`config.mk`:
```
export PLATFORM = sky130hd
export DESIGN_NAME = dual_port_router_arbiter
export DESIGN_NICKNAME = d
export VERILOG_FILES = /design/src/rtl/dual_port_router_pkg.sv /design/src/rtl/dual_port_router_arbiter_grant.sv /design/src/rtl/dual_port_router_arbiter.sv
export SDC_FILE = /design/constraint.sdc
export NUM_CORES = 1
export LEC_CHECK = 0
export CAP_MARGIN = 20
export CORE_ASPECT_RATIO = 1.75
export CORE_MARGIN = 3
export CORE_UTILIZATION = 62
export DETAILED_ROUTE_END_ITERATION = 7
export DONT_BUFFER_PORTS = 1
export GPL_TIMING_DRIVEN = 0
export PLACE_DENSITY = 0.75
export SYNTH_ARGS = -nofsm -noshare
export SYNTH_HDL_FRONTEND = slang
export SYNTH_SLANG_ARGS = --single-unit
```
`constraint.sdc`:
```
create_clock -name clk -period 4.9 [get_ports clk]
set_clock_uncertainty 0.15 [all_clocks]
set_input_delay 0.49 -clock clk [delete_from_list [all_inputs] [get_ports clk]]
set_output_delay 0.49 -clock clk [all_outputs]
set_load 0.03 [all_outputs]
```
`src/rtl/dual_port_router_pkg.sv`:
```
// dual_port_router_pkg: shared modes, port ids, register map, CTRL fields and weight helper
package dual_port_router_pkg;
  typedef enum logic [1:0] {MODE_FIX_A, MODE_FIX_B, MODE_RR, MODE_WRR} mode_e;
  typedef enum logic {PORT_A, PORT_B} port_e;
  localparam logic [3:0] ADDR_CTRL = 4'h0;
  localparam logic [3:0] ADDR_WEIGHT = 4'h1;
  localparam logic [3:0] ADDR_CNT_A = 4'h2;
  localparam logic [3:0] ADDR_CNT_B = 4'h3;
  localparam logic [3:0] ADDR_CNT_CONFLICT = 4'h4;
  localparam logic [3:0] ADDR_CLEAR = 4'h5;
  localparam int CTRL_EN = 0;
  localparam int CTRL_MODE_LO = 1;
  localparam int CTRL_MODE_HI = 2;
  function automatic logic [3:0] eff_weight(input logic [3:0] w);
    return w == 4'd0 ? 4'd1 : w;
  endfunction
endpackage

```
`src/rtl/dual_port_router_arbiter_grant.sv`:
```
// drr_grant_fsm: conflict winner (win_a) from mode, weights wa/wb, conflict and ctrl_wr; holds rr/wrr state
module drr_grant_fsm
  import dual_port_router_pkg::*;
(
  input  logic       clk,
  input  logic       rst,
  input  mode_e      mode,
  input  logic [3:0] wa,
  input  logic [3:0] wb,
  input  logic       conflict,
  input  logic       ctrl_wr,
  output logic       win_a
);
  port_e rr_q, rr_d, own_q, own_d;
  logic [3:0] run_q, run_d, w_own;
  logic [4:0] run_inc;
  logic       flip;
  assign w_own = eff_weight(own_q == PORT_A ? wa : wb);
  assign run_inc = {1'b0, run_q} + 5'd1;
  assign flip = run_inc >= {1'b0, w_own};
  always_comb begin
    rr_d = rr_q;
    own_d = own_q;
    run_d = run_q;
    if (ctrl_wr) begin
      rr_d = PORT_A;
      own_d = PORT_A;
      run_d = '0;
    end else if (conflict && mode == MODE_RR) begin
      rr_d = rr_q == PORT_A ? PORT_B : PORT_A;
    end else if (conflict && mode == MODE_WRR) begin
      own_d = flip ? (own_q == PORT_A ? PORT_B : PORT_A) : own_q;
      run_d = flip ? 4'd0 : run_inc[3:0];
    end
  end
  always_ff @(posedge clk) begin
    if (rst) begin
      rr_q <= PORT_A;
      own_q <= PORT_A;
      run_q <= '0;
    end else begin
      rr_q <= rr_d;
      own_q <= own_d;
      run_q <= run_d;
    end
  end
  assign win_a = mode == MODE_FIX_A ? 1'b1 :
                 mode == MODE_FIX_B ? 1'b0 :
                 mode == MODE_RR    ? rr_q == PORT_A : own_q == PORT_A;
endmodule

```
`src/rtl/dual_port_router_arbiter.sv`:
```
// dual_port_router_arbiter: two byte ports arbitrated onto N_OUT registered lanes, with reg bus (reg_*), grants (ready_*), lanes (data_out/valid_out)
module dual_port_router_arbiter
  import dual_port_router_pkg::*;
#(
  parameter int REG_W = 32,
  parameter int N_OUT = 4,
  localparam int LW = $clog2(N_OUT)
) (
  input  logic               clk,
  input  logic               rst,
  input  logic [3:0]         reg_addr,
  input  logic [REG_W-1:0]   reg_wdata,
  input  logic               reg_en,
  input  logic               reg_we,
  output logic [REG_W-1:0]   reg_rdata,
  input  logic [7:0]         data_a,
  input  logic [7:0]         data_b,
  input  logic [LW-1:0]      addr_a,
  input  logic [LW-1:0]      addr_b,
  input  logic               valid_a,
  input  logic               valid_b,
  output logic               ready_a,
  output logic               ready_b,
  output logic [N_OUT*8-1:0] data_out,
  output logic [N_OUT-1:0]   valid_out
);
  logic [REG_W-1:0]   ctrl_q, weight_q, cnt_a_q, cnt_b_q, cnt_c_q, rdata_q, rdata_d;
  logic [N_OUT-1:0]   vout_q, vout_d;
  logic [N_OUT*8-1:0] dout_q, dout_d;
  logic               wr, rd, ctrl_wr, clr, en, conflict, win_a;
  mode_e              mode;
  assign wr = reg_en & reg_we;
  assign rd = reg_en & ~reg_we;
  assign ctrl_wr = wr & reg_addr == ADDR_CTRL;
  assign clr = wr & reg_addr == ADDR_CLEAR & reg_wdata[0];
  assign en = ctrl_q[CTRL_EN];
  assign mode = mode_e'(ctrl_q[CTRL_MODE_HI:CTRL_MODE_LO]);
  assign conflict = en & valid_a & valid_b & addr_a == addr_b;
  assign ready_a = ~rst & en & valid_a & (~conflict | win_a);
  assign ready_b = ~rst & en & valid_b & (~conflict | ~win_a);
  drr_grant_fsm u_grant (
    .clk      (clk),
    .rst      (rst),
    .mode     (mode),
    .wa       (weight_q[3:0]),
    .wb       (weight_q[7:4]),
    .conflict (conflict),
    .ctrl_wr  (ctrl_wr),
    .win_a    (win_a)
  );
  for (genvar k = 0; k < N_OUT; k++) begin : g_lane
    logic hit_a, hit_b;
    assign hit_a = ready_a & addr_a == LW'(k);
    assign hit_b = ready_b & addr_b == LW'(k);
    assign vout_d[k] = hit_a | hit_b;
    assign dout_d[8*k+:8] = hit_a ? data_a : hit_b ? data_b : dout_q[8*k+:8];
  end
  always_comb begin
    rdata_d = rdata_q;
    if (rd)
      rdata_d = reg_addr == ADDR_CTRL         ? ctrl_q   :
                reg_addr == ADDR_WEIGHT       ? weight_q :
                reg_addr == ADDR_CNT_A        ? cnt_a_q  :
                reg_addr == ADDR_CNT_B        ? cnt_b_q  :
                reg_addr == ADDR_CNT_CONFLICT ? cnt_c_q  : '0;
  end
  always_ff @(posedge clk) begin
    if (rst) begin
      ctrl_q <= '0;
      weight_q <= REG_W'(8'h11);
      cnt_a_q <= '0;
      cnt_b_q <= '0;
      cnt_c_q <= '0;
      rdata_q <= '0;
      vout_q <= '0;
      dout_q <= '0;
    end else begin
      if (ctrl_wr) ctrl_q <= reg_wdata & REG_W'(3'h7);
      if (wr && reg_addr == ADDR_WEIGHT) weight_q <= reg_wdata & REG_W'(8'hFF);
      cnt_a_q <= clr ? '0 : cnt_a_q + REG_W'(ready_a);
      cnt_b_q <= clr ? '0 : cnt_b_q + REG_W'(ready_b);
      cnt_c_q <= clr ? '0 : cnt_c_q + REG_W'(conflict);
      rdata_q <= rdata_d;
      vout_q <= vout_d;
      dout_q <= dout_d;
    end
  end
  assign reg_rdata = rdata_q;
  assign valid_out = vout_q;
  assign data_out = dout_q;
endmodule

```
**Yosys cells after proc, flatten, opt, wreduce, memory -nomap -nowiden**

Cells that the tools add are included.

- Add/sub/neg operators: 4
- $lt $le $gt $ge: 1
- Equal/unequal tests: 15
- Mux-type cells: 21
- Bitwise logic cells: 34
- Reduce and logical (&&, ||, !) cells: 16

Operator list:

| cell | number |
|---|---|
| 2-to-1 mux 32 bit | 5 |
| adder 32 x 1 -> 32 bit | 3 |
| 2-to-1 mux 8 bit | 8 |
| AND 1 bit | 21 |
| equality test 2 bit, second input constant | 6 |
| 2-to-1 mux 4 bit | 3 |
| equality test 4 x 2 -> 1 bit, second input constant | 2 |
| equality test 4 x 3 -> 1 bit, second input constant | 2 |
| zero test 4 bit | 2 |
| nonzero test 2 bit | 4 |
| inverter 1 bit | 7 |
| equality test 2 x 1 -> 1 bit, second input constant | 3 |
| zero test 2 bit | 3 |
| OR 1 bit | 6 |
| adder 4 x 1 -> 5 bit, second input constant | 1 |
| >= comparator 5 x 4 -> 1 bit | 1 |
| 2-to-1 mux 1 bit | 5 |
| equality test 4 x 1 -> 1 bit, second input constant | 1 |
| OR reduction 2 bit | 2 |
| logical AND 1 bit | 3 |
| AND reduction 3 bit | 1 |
| equality test 2 bit | 1 |
| AND reduction 2 bit | 1 |

- Register bits after elaboration: 181
- Bits of input ports: 62
- Output and inout port bits: 70
- Logic and storage cells: 105

**Logic depth before layout (Yosys ltp)**

Gate-level depths: netlist of run 1.

- Depth after elaboration: 10
- Gate-level depth with buffers: 12
- Gate-level depth less buffers: 10

**Cells and area by module**

From an unflattened synthesis of run 1, not the netlist that was laid out.

- Cells, all modules: 1038
- Area, all modules: 8952.3 um^2

By module, submodules not included:

| module | times used | cells an instance | area each (um^2) | seq. area each (um^2) |
|---|---|---|---|---|
| dual_port_router_arbiter | 1 | 989 | 8493.1 | 3503.4 |
| drr_grant_fsm | 1 | 49 | 459.2 | 120.1 |

**Least setup slack after synthesis of run 1**

OpenSTA, ideal clock, no wires.

- Path type: in2reg
- From: in addr_b[1]
- To: reg cnt_b_q[26]
- Library setup time: 0.128 ns
- Data arrival time: 3.451 ns
- Required time: 4.622 ns
- Setup slack: 1.171 ns
- Stages on the path: 11
- Buffers on the path: 1
- Path through: clkbuf_1 -> xor2_1 -> nor3_2 -> a211oi_1 -> ha_1 -> ha_1 -> nand3_1 -> nor3_1 -> nand4_1 -> xor2_1 -> nor2_1

- Cells in the longest elaborated chain, start to end: 6

Ends and longest elaborated chain:

| item | RTL line | RTL |
|---|---|---|
| start, declared | dual_port_router_arbiter.sv:19 | `input logic [LW-1:0] addr_b,` |
| equality test 2 bit | dual_port_router_arbiter.sv:38 | `assign conflict = en & valid_a & valid_b & addr_a == addr_b;` |
| AND 1 bit | dual_port_router_arbiter.sv:38 |  |
| inverter 1 bit | dual_port_router_arbiter.sv:40 | `assign ready_b = ~rst & en & valid_b & (~conflict \| ~win_a);` |
| OR 1 bit | dual_port_router_arbiter.sv:40 |  |
| AND 1 bit | dual_port_router_arbiter.sv:40 |  |
| via ready_b | dual_port_router_arbiter.sv:23 | `output logic ready_b,` |
| adder 32 x 1 -> 32 bit | dual_port_router_arbiter.sv:81 | `cnt_b_q <= clr ? '0 : cnt_b_q + REG_W'(ready_b);` |
| end signal, assigned | dual_port_router_arbiter.sv:81 |  |
| end, declared | dual_port_router_arbiter.sv:27 | `logic [REG_W-1:0] ctrl_q, weight_q, cnt_a_q, cnt_b_q, cnt_c_q, rdata_q, rdata_d;` |

The timed path passes the listed nets, and every way through them passes these cells.
A chain may end at the register's enable or synchronous reset.

**Worst setup path in the final report of run 1**

- From: reg u_grant.own_q
- To: reg cnt_b_q[26]

- Cells in the longest elaborated chain, start to end: 8

Ends and longest elaborated chain:

| item | RTL line | RTL |
|---|---|---|
| start, declared | dual_port_router_arbiter_grant.sv:14 | `port_e rr_q, rr_d, own_q, own_d;` |
| start signal, assigned | dual_port_router_arbiter_grant.sv:43 | `own_q <= own_d;` |
| inverter 1 bit | -- |  |
| 2-to-1 mux 1 bit | dual_port_router_arbiter_grant.sv:49 | `mode == MODE_RR ? rr_q == PORT_A : own_q == PORT_A;` |
| 2-to-1 mux 1 bit | dual_port_router_arbiter_grant.sv:48 | `mode == MODE_FIX_B ? 1'b0 :` |
| 2-to-1 mux 1 bit | dual_port_router_arbiter_grant.sv:47 | `assign win_a = mode == MODE_FIX_A ? 1'b1 :` |
| inverter 1 bit | dual_port_router_arbiter.sv:40 |  |
| OR 1 bit | dual_port_router_arbiter.sv:40 |  |
| AND 1 bit | dual_port_router_arbiter.sv:40 |  |
| adder 32 x 1 -> 32 bit | dual_port_router_arbiter.sv:81 |  |

No other way between the ends.

==> impl_metrics.tcl, run 1 <==
set metrics [dict create \
    status "finished clean" \
    vias_per_cell 6.127 \
    worst_slew_pin_slew_ns 0.9854 \
    grt_overflow 0 \
    grt_max_degree 18 \
    cts_buffer_depth 2 \
    cp.arrival_ns 3.90 \
    crit_type "flip-flop to flip-flop" \
    wl_um 23250 \
    critPathLaunchType "flip-flop" \
    n_antenna_cell 0 \
    route.detailed.drc 0 \
    fin_nets 1079 \
    place_inst 1161 \
    start_util_pct 64.25 \
    fin_crit_ns 3.746 \
    synth_edf_count 0 \
    ir_worst_vdd_mv 0.3007 \
    hpwl_um 17180 \
    post_cts_resize_count 0 \
    fin_crit_sh_pct 76.44 \
    post-cts-setup-buffer-count 0 \
    r2r_slack_ns 1.15 \
    postSynthAreaPerCell_um2 8.912 \
    fp.dieH_um 163.4 \
    grtUsageTotal_pct 30.24 \
    vias 7310 \
    fp.dieW_um 95.95 \
    regArea_um2 3623 \
    synth_cells 985 \
    dieArea_um2 15680 \
    hold_viol 0 \
    syn-num-nets 1058 \
    syn_to_final_growth_pct 9.151 \
    ys_ff_latch 181 \
    fin_tns_setup_ns 0 \
    grt_pass1_wl_um 36760 \
    synth_cell_types 58 \
    synth_most_common_cell "dfxtp_1" \
    drt_iter0_markers 444 \
    critPathMaxFanout 7 \
    synthTopCellsByCount "dfxtp_1, nor2_1, mux2i_1" \
    clk_latency_ns 0.43 \
    grt_setup_unrepaired "false" \
    cts.clk_slew.worst_paths_ns 0.07 \
    cp-end-kind "flip-flop" \
    antenna_found_initial 0 \
    io_buffer_count 0 \
    p_leak_nw 3.305 \
    hold_slack_ns 0.02203 \
    slew_headroom_pct 33.80 \
    setup_viol 0 \
    io_pins 132 \
    worst-endpoint-required_ns 5.05 \
    htreeDepth 4 \
    final_layout_size_suffix_gt1_share_pct 7.851 \
    drv_slew 0 \
    power_density_nw_per_um2 303.9 \
    tritoncts "done" \
    final-instance-count-excl-fill 1193 \
    dr.pass1.iters 5 \
    fmax_ghz 0.2670 \
    synth_area_um2 8778 \
    multi_input_area_um2 4787 \
    async_reset_ff_share_pct 0 \
    netlist_top_cells_area "dfxtp_1, mux2i_1, nor2_1, xnor2_1, xor2_1" \
    nFillCells 1146 \
    synth_top_area_cell "dfxtp_1" \
    clock-root-buffer "clkbuf_16" \
    wl_per_cell_um 19.49 \
    hold_class "primary input to flip-flop" \
    cts_hold_buf 0 \
    gp_congestion 0.9472 \
    ys.flop_type "dfxtp_1" \
    clock_sinks 181 \
    yosysWarnings 0 \
    seq_area_frac_synth_pct 41.28 \
    maxCapViolCount 0 \
    synth_top_area_share_pct 41.28 \
    numCtsBuffers 17 \
    placementRows 56 \
    fp.coreArea_um2 13660 \
    grt_pass1_vias 7396 \
    final_antenna_net_count 0 \
]
## path summary, 6_finish.rpt
kind	to	cells past startpoint	startpoint
max	cnt_b_q[26]$_SDFF_PP0_	13	u_grant.own_q$_SDFFE_PP0P_
min	weight_q[4]$_SDFFE_PP1P_	1	reg_wdata[4]
max reg2reg	cnt_b_q[26]$_SDFF_PP0_	13	u_grant.own_q$_SDFFE_PP0P_
min reg2reg	cnt_b_q[31]$_SDFF_PP0_	2	cnt_b_q[31]$_SDFF_PP0_
## cells in the final DEF, fill, tap and decap left out, types with 23 or more instances in the layout
cell	instances
a211oi_1	31
a21oi_1	23
a22oi_1	24
clkbuf_1	31
dfxtp_1	181
inv_1	23
mux2i_1	65
nand2_1	51
nand3_1	38
nand4_1	24
nor2_1	172
o21ai_0	28
o2bb2ai_1	24
xnor2_1	53
xor2_1	41
## area by class of cell
type	instances	area share (%)
clock inverter	12	1.123
multi-input combinational	724	49.96
buffer	57	2.938
sequential	181	37.82
inverter	23	0.9010
timing repair buffer	2	0.1175
clock buffer	20	4.871
tap	174	2.272
## metal layers
| layer | wire (µm) | track usage, % |
|---|---|---|
| met2 | 12320 | 54.29 |
| met3 | 1482 | 6.866 |
| met1 | 8278 | 30.93 |
| met5 | 0 | 0 |
| met4 | 1165 | 18.01 |
## critical path, stage by stage, from the launching register on
cell      delay (ns)
dfxtp_1         0.31
buf_4           0.15
and3b_1         0.21
or2_1           0.25
buf_6           0.15
a211oi_1        0.35
buf_1           0.15
ha_1            0.20
ha_1            0.20
nand3_1         0.19
nor3_1          0.85
nand4_1         0.22
xor2_1          0.18
nor2_1          0.06
## cells by family (layout without fill, tap and decap cells)
group | Yosys count | after routing | synth area share, %
AND/OR/NAND/NOR | 392 | 392 | 21.98
AO/OA/AOI/OAI | 162 | 162 | 14.20
multiplexers | 65 | 65 | 7.412
buffers and inverters | 80 | 114 | 4.190
flip-flops | 181 | 181 | 41.28
adder cells (fa/ha/maj) | 11 | 11 | 1.568
XOR/XNOR | 94 | 94 | 9.379
## through the flow
stage,total power [mW],setup WS (ns),utilization (%),cell area [µm²]
2_1_floorplan,1.580,1.171,-,8778
3_3_place_gp,1.607,0.3603,65.84,8996
3_5_place_dp,1.607,0.7668,65.92,9007
4_1_cts,2.924,1.187,70.13,9582
5_1_grt,2.986,0.8649,70.13,9582
6_report,2.912,1.154,70.13,9582
## state kept, by name, indices dropped and copies added, names as in the netlist
| register | flops |
|---|---|
| weight_q | 8 |
| cnt_b_q | 32 |
| cnt_c_q | 32 |
| ctrl_q | 3 |
| u_grant.run_q | 4 |
| reg_rdata | 32 |
| u_grant.own_q | 1 |
| cnt_a_q | 32 |
| u_grant.rr_q | 1 |
| valid_out | 4 |
| data_out | 32 |
## report_power, final
group / leakage (nW) / internal, mW / switching [mW]
registers: 1.46 / 1.47 / 0.00511
clock network: 0.278 / 0.708 / 0.629
logic: 1.57 / 0.0237 / 0.0737
total: 3.30 / 2.20 / 0.708
(Power assumes the default switching activity.)
==> inputs of run 2 (changes only) <==
Settings changed: CORE_UTILIZATION 62 to 58, PLACE_DENSITY 0.75 to 0.73.
Clock period 4.9 ns to 3.1 ns, I/O delays scaled along.
==> run 2 against run 1 <==
Net effect: register-to-register slack worse by 1.1 ns; flip-flop and latch count unchanged; cell count up 4.0%; power up 59%; sequential share of layout area down 1.8 points; maximum frequency up 23%; sequential power up 57%.
==> impl_metrics.tcl, run 2 (same netlist as run 1, synthesis figures left out) <==
set metrics [dict create \
    slew_headroom_pct 45.55 \
    grtUsageTotal_pct 28.81 \
    worst-endpoint-required_ns 3.25 \
    cp_slowest_cell "a211oi_4" \
    crit_type "flip-flop to flip-flop" \
    fin_nets 1121 \
    clk_latency_ns 0.43 \
    final_cell_mix "dfxtp_1, nor2_1, mux2i_1, xnor2_1, nand2_1" \
    numCtsBuffers 17 \
    fp.dieW_um 99 \
    total_power_mw 4.630 \
    htreeDepth 4 \
    hold_class "primary input to flip-flop" \
    fmax_ghz 0.3273 \
    critPathMaxFanout 7 \
    crit_buf_inv 2 \
    worstPathCellList "and3b_2, or2_1, buf_6, a211oi_4, ha_2, ha_4, nand3_4, nor3_4, buf_12, nand4_1, xor2_1, nor2_1" \
    cts_buffer_depth 2 \
    power_density_nw_per_um2 458.7 \
    antenna_found_initial 0 \
    wl_um 24120 \
    clock-root-buffer "clkbuf_16" \
    grt_max_degree 19 \
    r2r_slack_ns 0.04 \
    grt_pass1_wl_um 38530 \
    cp_top_family "simple AND/OR/NAND/NOR gates" \
    cts.clk_slew.worst_paths_ns 0.07 \
    final_antenna_net_count 0 \
    clock_sinks 181 \
    grt_overflow 0 \
    status "finished clean" \
    tritoncts "done" \
    fin_crit_sh_pct 98.57 \
    cp.arrival_ns 3.21 \
    final_layout_size_suffix_gt1_share_pct 9.708 \
    whs_path_depth 2 \
    place_inst 1165 \
    fin_crit_ns 3.056 \
    cp_slowest_stage_delay_ns 0.47 \
    maxCapViolCount 0 \
    vias 7434 \
    cp-end-kind "flip-flop" \
    regArea_um2 3632 \
    drt_iter0_markers 382 \
    dieArea_um2 16710 \
    wl_per_cell_um 19.44 \
    start_util_pct 60.18 \
    p_leak_nw 3.541 \
    hold_viol 0 \
    drv_slew 0 \
    dp_worst_setup_slack_ns -0.6159 \
    setup_viol 0 \
    n_antenna_cell 0 \
    critPathLaunchType "flip-flop" \
    io_buffer_count 0 \
    hp-start "data_b[2]" \
    r2r-start "ctrl_q[2]$_SDFFE_PP0P_" \
    placementRows 58 \
    grt_setup_unrepaired "true" \
    grt_pass1_vias 7543 \
    gp_congestion 0.9384 \
    worst_slack_ns 0.04426 \
    fp.coreArea_um2 14590 \
    worst_slew_pin_slew_ns 0.8168 \
    multi_input_area_um2 4873 \
    fp.dieH_um 168.7 \
    fin_tns_setup_ns 0 \
    ir_worst_vdd_mv 0.3487 \
    syn_to_final_growth_pct 14.98 \
    route.detailed.drc 0 \
    layout_commonest_cell "dfxtp_1" \
    nFillCells 1186 \
    io_pins 132 \
    min_to "data_out[2]$_SDFFE_PP0P_" \
    rr_worst_depth 12 \
    crit_cells 12 \
    reg2reg_to "cnt_b_q[26]$_SDFF_PP0_" \
    hpwl_um 17220 \
    final-instance-count-excl-fill 1241 \
    vias_per_cell 5.990 \
    dr.pass1.iters 5 \
]
[run 2: per-layer routing]
metal | routed length (µm) | global-route usage, % | up-vias
li1 | - | - | 3610
met1 | 8753 | 30.05 | 3534
met2 | 12910 | 52.99 | 234
met3 | 1344 | 6.062 | 56
met4 | 1115 | 15.22 | 0
met5 | 0 | 0 | -
[run 2: worst max-delay path by stage]
| stage | startpoint | endpoint |
|---|---|---|
| after CTS | u_grant.own_q$_SDFFE_PP0P_ | cnt_b_q[25]$_SDFF_PP0_ |
| after global placement | addr_b[1] | cnt_a_q[14]$_SDFF_PP0_ |
| after global routing | ctrl_q[2]$_SDFFE_PP0P_ | cnt_b_q[26]$_SDFF_PP0_ |
| after floorplan | addr_b[1] | cnt_a_q[14]$_SDFF_PP0_ |
| after detailed placement | addr_b[1] | cnt_a_q[14]$_SDFF_PP0_ |
| final | ctrl_q[2]$_SDFFE_PP0P_ | cnt_b_q[26]$_SDFF_PP0_ |
[run 2: area by class of cell]
class	instances	area share, %
Buffer	56	2.715
Clock buffer	17	4.215
Clock inverter	15	1.364
Inverter	23	0.8553
Multi-Input combinational cell	724	48.28
Sequential cell	181	35.99
Tap cell	180	2.231
Timing Repair Buffer	45	4.351
[run 2: power breakdown]
group          total [mW]  switching (mW)  internal (mW)
logic               0.193           0.133         0.0602
registers            2.33         0.00806           2.32
clock network        2.10            1.04           1.07
total                4.63            1.18           3.45
[run 2: through the flow]
stage,cell area [µm²],utilization [%],hold slack [ns]
finish,10090,69.20,0.01129
global route,10090,69.20,0.01475
CTS,10040,68.80,0.008430
detailed placement,9025,61.87,0.2826
global placement,9025,61.87,0.2823
floorplan,8800,-,0.2779
[run 2: what timing repair did]
item	CTS	global route
endpoints found under the setup margin	27	48
pin swaps	5	7
buffers inserted	6	5
hold buffers	34	0
gates resized for setup	12	9
hold endpoints to repair	47	0
==> inputs of run 3 (changes only) <==
Settings changed: CELL_PAD_IN_SITES_DETAIL_PLACEMENT from default to 0, CELL_PAD_IN_SITES_GLOBAL_PLACEMENT from default to 1, CORE_ASPECT_RATIO 1.75 to 0.5, CORE_UTILIZATION 58 to 44.
==> run 3 against run 2 <==
Net effect: non-clock buffer count up 3; worst setup slack better by 0.11 ns; register-to-register slack better by 0.11 ns; critical path type unchanged.
==> impl_metrics.tcl, run 3 (same netlist as run 1, synthesis figures left out) <==
set metrics [dict create \
    slew_headroom_pct 42.67 \
    fin_crit_sh_pct 95.18 \
    syn_to_final_growth_pct 16.41 \
    whs_path_depth 2 \
    crit_type "flip-flop to flip-flop" \
    critPathLaunchType "flip-flop" \
    ir_worst_vdd_mv 0.3325 \
    start_util_pct 46.29 \
    numCtsBuffers 17 \
    grt_max_degree 19 \
    final_antenna_net_count 0 \
    grt_overflow 0 \
    drt_iter0_markers 360 \
    clk_latency_ns 0.43 \
    wl_um 24760 \
    worst-endpoint-required_ns 3.25 \
    dieArea_um2 21780 \
    vias_per_cell 5.515 \
    fin_nets 1124 \
    grt_pass1_vias 7200 \
    placementRows 35 \
    fp.dieH_um 105.9 \
    worst_slack_ns 0.1494 \
    hpwl_um 17650 \
    critPathMaxFanout 6 \
    tritoncts "done" \
    fp.dieW_um 205.8 \
    fin_tns_setup_ns 0 \
    maxCapViolCount 0 \
    cts.clk_slew.worst_paths_ns 0.08 \
    fp.coreArea_um2 18960 \
    final-instance-count-excl-fill 1323 \
    vias 7296 \
    cts_buffer_depth 2 \
    htreeDepth 4 \
    io_pins 132 \
    total_power_mw 4.649 \
    antenna_found_initial 0 \
    status "finished clean" \
    wl_per_cell_um 18.71 \
    fmax_ghz 0.3389 \
    final_layout_size_suffix_gt1_share_pct 10.06 \
    final_area_um2 10220 \
    dpl-instance-area_um2 9124 \
    grt_pass1_wl_um 39350 \
    grt_setup_unrepaired "true" \
    hold_slack_ns 0.01485 \
    grtUsageTotal_pct 22.99 \
    hold_class "primary input to flip-flop" \
    route.detailed.drc 0 \
    cp.arrival_ns 3.10 \
    clock_sinks 181 \
    clock-root-buffer "clkbuf_16" \
    gp_congestion 0.8633 \
    dp_worst_setup_slack_ns -0.6737 \
    fin_util_pct 53.89 \
    place_inst 1244 \
    drv_slew 0 \
    n_antenna_cell 0 \
    power_density_nw_per_um2 455.0 \
    rr_worst_depth 10 \
    cp-end-kind "flip-flop" \
    hold_viol 0 \
    fin_crit_ns 2.951 \
    setup_viol 0 \
    dr.pass1.iters 4 \
    worst_slew_pin_slew_ns 0.8599 \
    layout_commonest_cell "dfxtp_1" \
    p_leak_nw 3.546 \
    io_buffer_count 0 \
    final_cell_mix "dfxtp_1, nor2_1, mux2i_1, xnor2_1, nand2_1" \
]
run 3: changes by cell type in the layout (fill, tap and decap cells not counted), moves of 2 or more:
cell,before,now
inv_6,2,7
clkinv_4,4,1
inv_8,6,3
buf_4,9,11
clkinvlp_4,1,3
dlygate4sd3_1,34,36
nor4_1,10,8
nor4_2,2,4
run 3: where the power goes:
part	internal, mW	switching, mW
clock network	1.06	1.05
registers	2.32	0.00854
logic	0.0611	0.139
total	3.45	1.20
run 3: repair_timing:
action                                  4_1_cts  5_1_grt
pin swaps                                    11       10
hold endpoints to repair                     48        0
endpoints found under the setup margin       35       49
buffers inserted                              9        4
gates resized for setup                      16        9
hold buffers                                 36        0
run 3: critical path: stages (launching register included):
cell	delay, ns
dfxtp_4	0.36
and3b_2	0.22
or2_4	0.26
a211oi_4	0.51
ha_2	0.29
nand4_1	0.22
nor3_4	0.29
buf_6	0.17
nand4_1	0.11
xor2_1	0.18
nor2_1	0.05
run 3: layout make-up:
class / count / area [µm²]
buffer: 55 / 262.8
clock buffer: 17 / 425.4
clock inverter: 15 / 131.4
fill: 1806 / 8743
inverter: 23 / 86.33
multi-input combinational: 724 / 4891
sequential: 181 / 3632
tap: 259 / 324.1
timing repair buffer: 49 / 465.4
run 3: routing by layer:
layer	vias up	share of wire, %	track usage (%)
met4	0	1.1	5.455
li1	3625	-	-
met1	3487	47	30.65
met3	22	7.2	6.356
met2	162	45	36.98
met5	-	0	0
run 3: path summary, 6_finish.rpt:
kind,start,end,slack [ns]
min,data_b[6],data_out[30]$_SDFFE_PP0P_,0.01
max,ctrl_q[1]$_SDFFE_PP0P_,cnt_b_q[29]$_SDFF_PP0_,0.15
max reg2reg,ctrl_q[1]$_SDFFE_PP0P_,cnt_b_q[29]$_SDFF_PP0_,0.15
min reg2reg,cnt_b_q[31]$_SDFF_PP0_,cnt_b_q[31]$_SDFF_PP0_,0.36
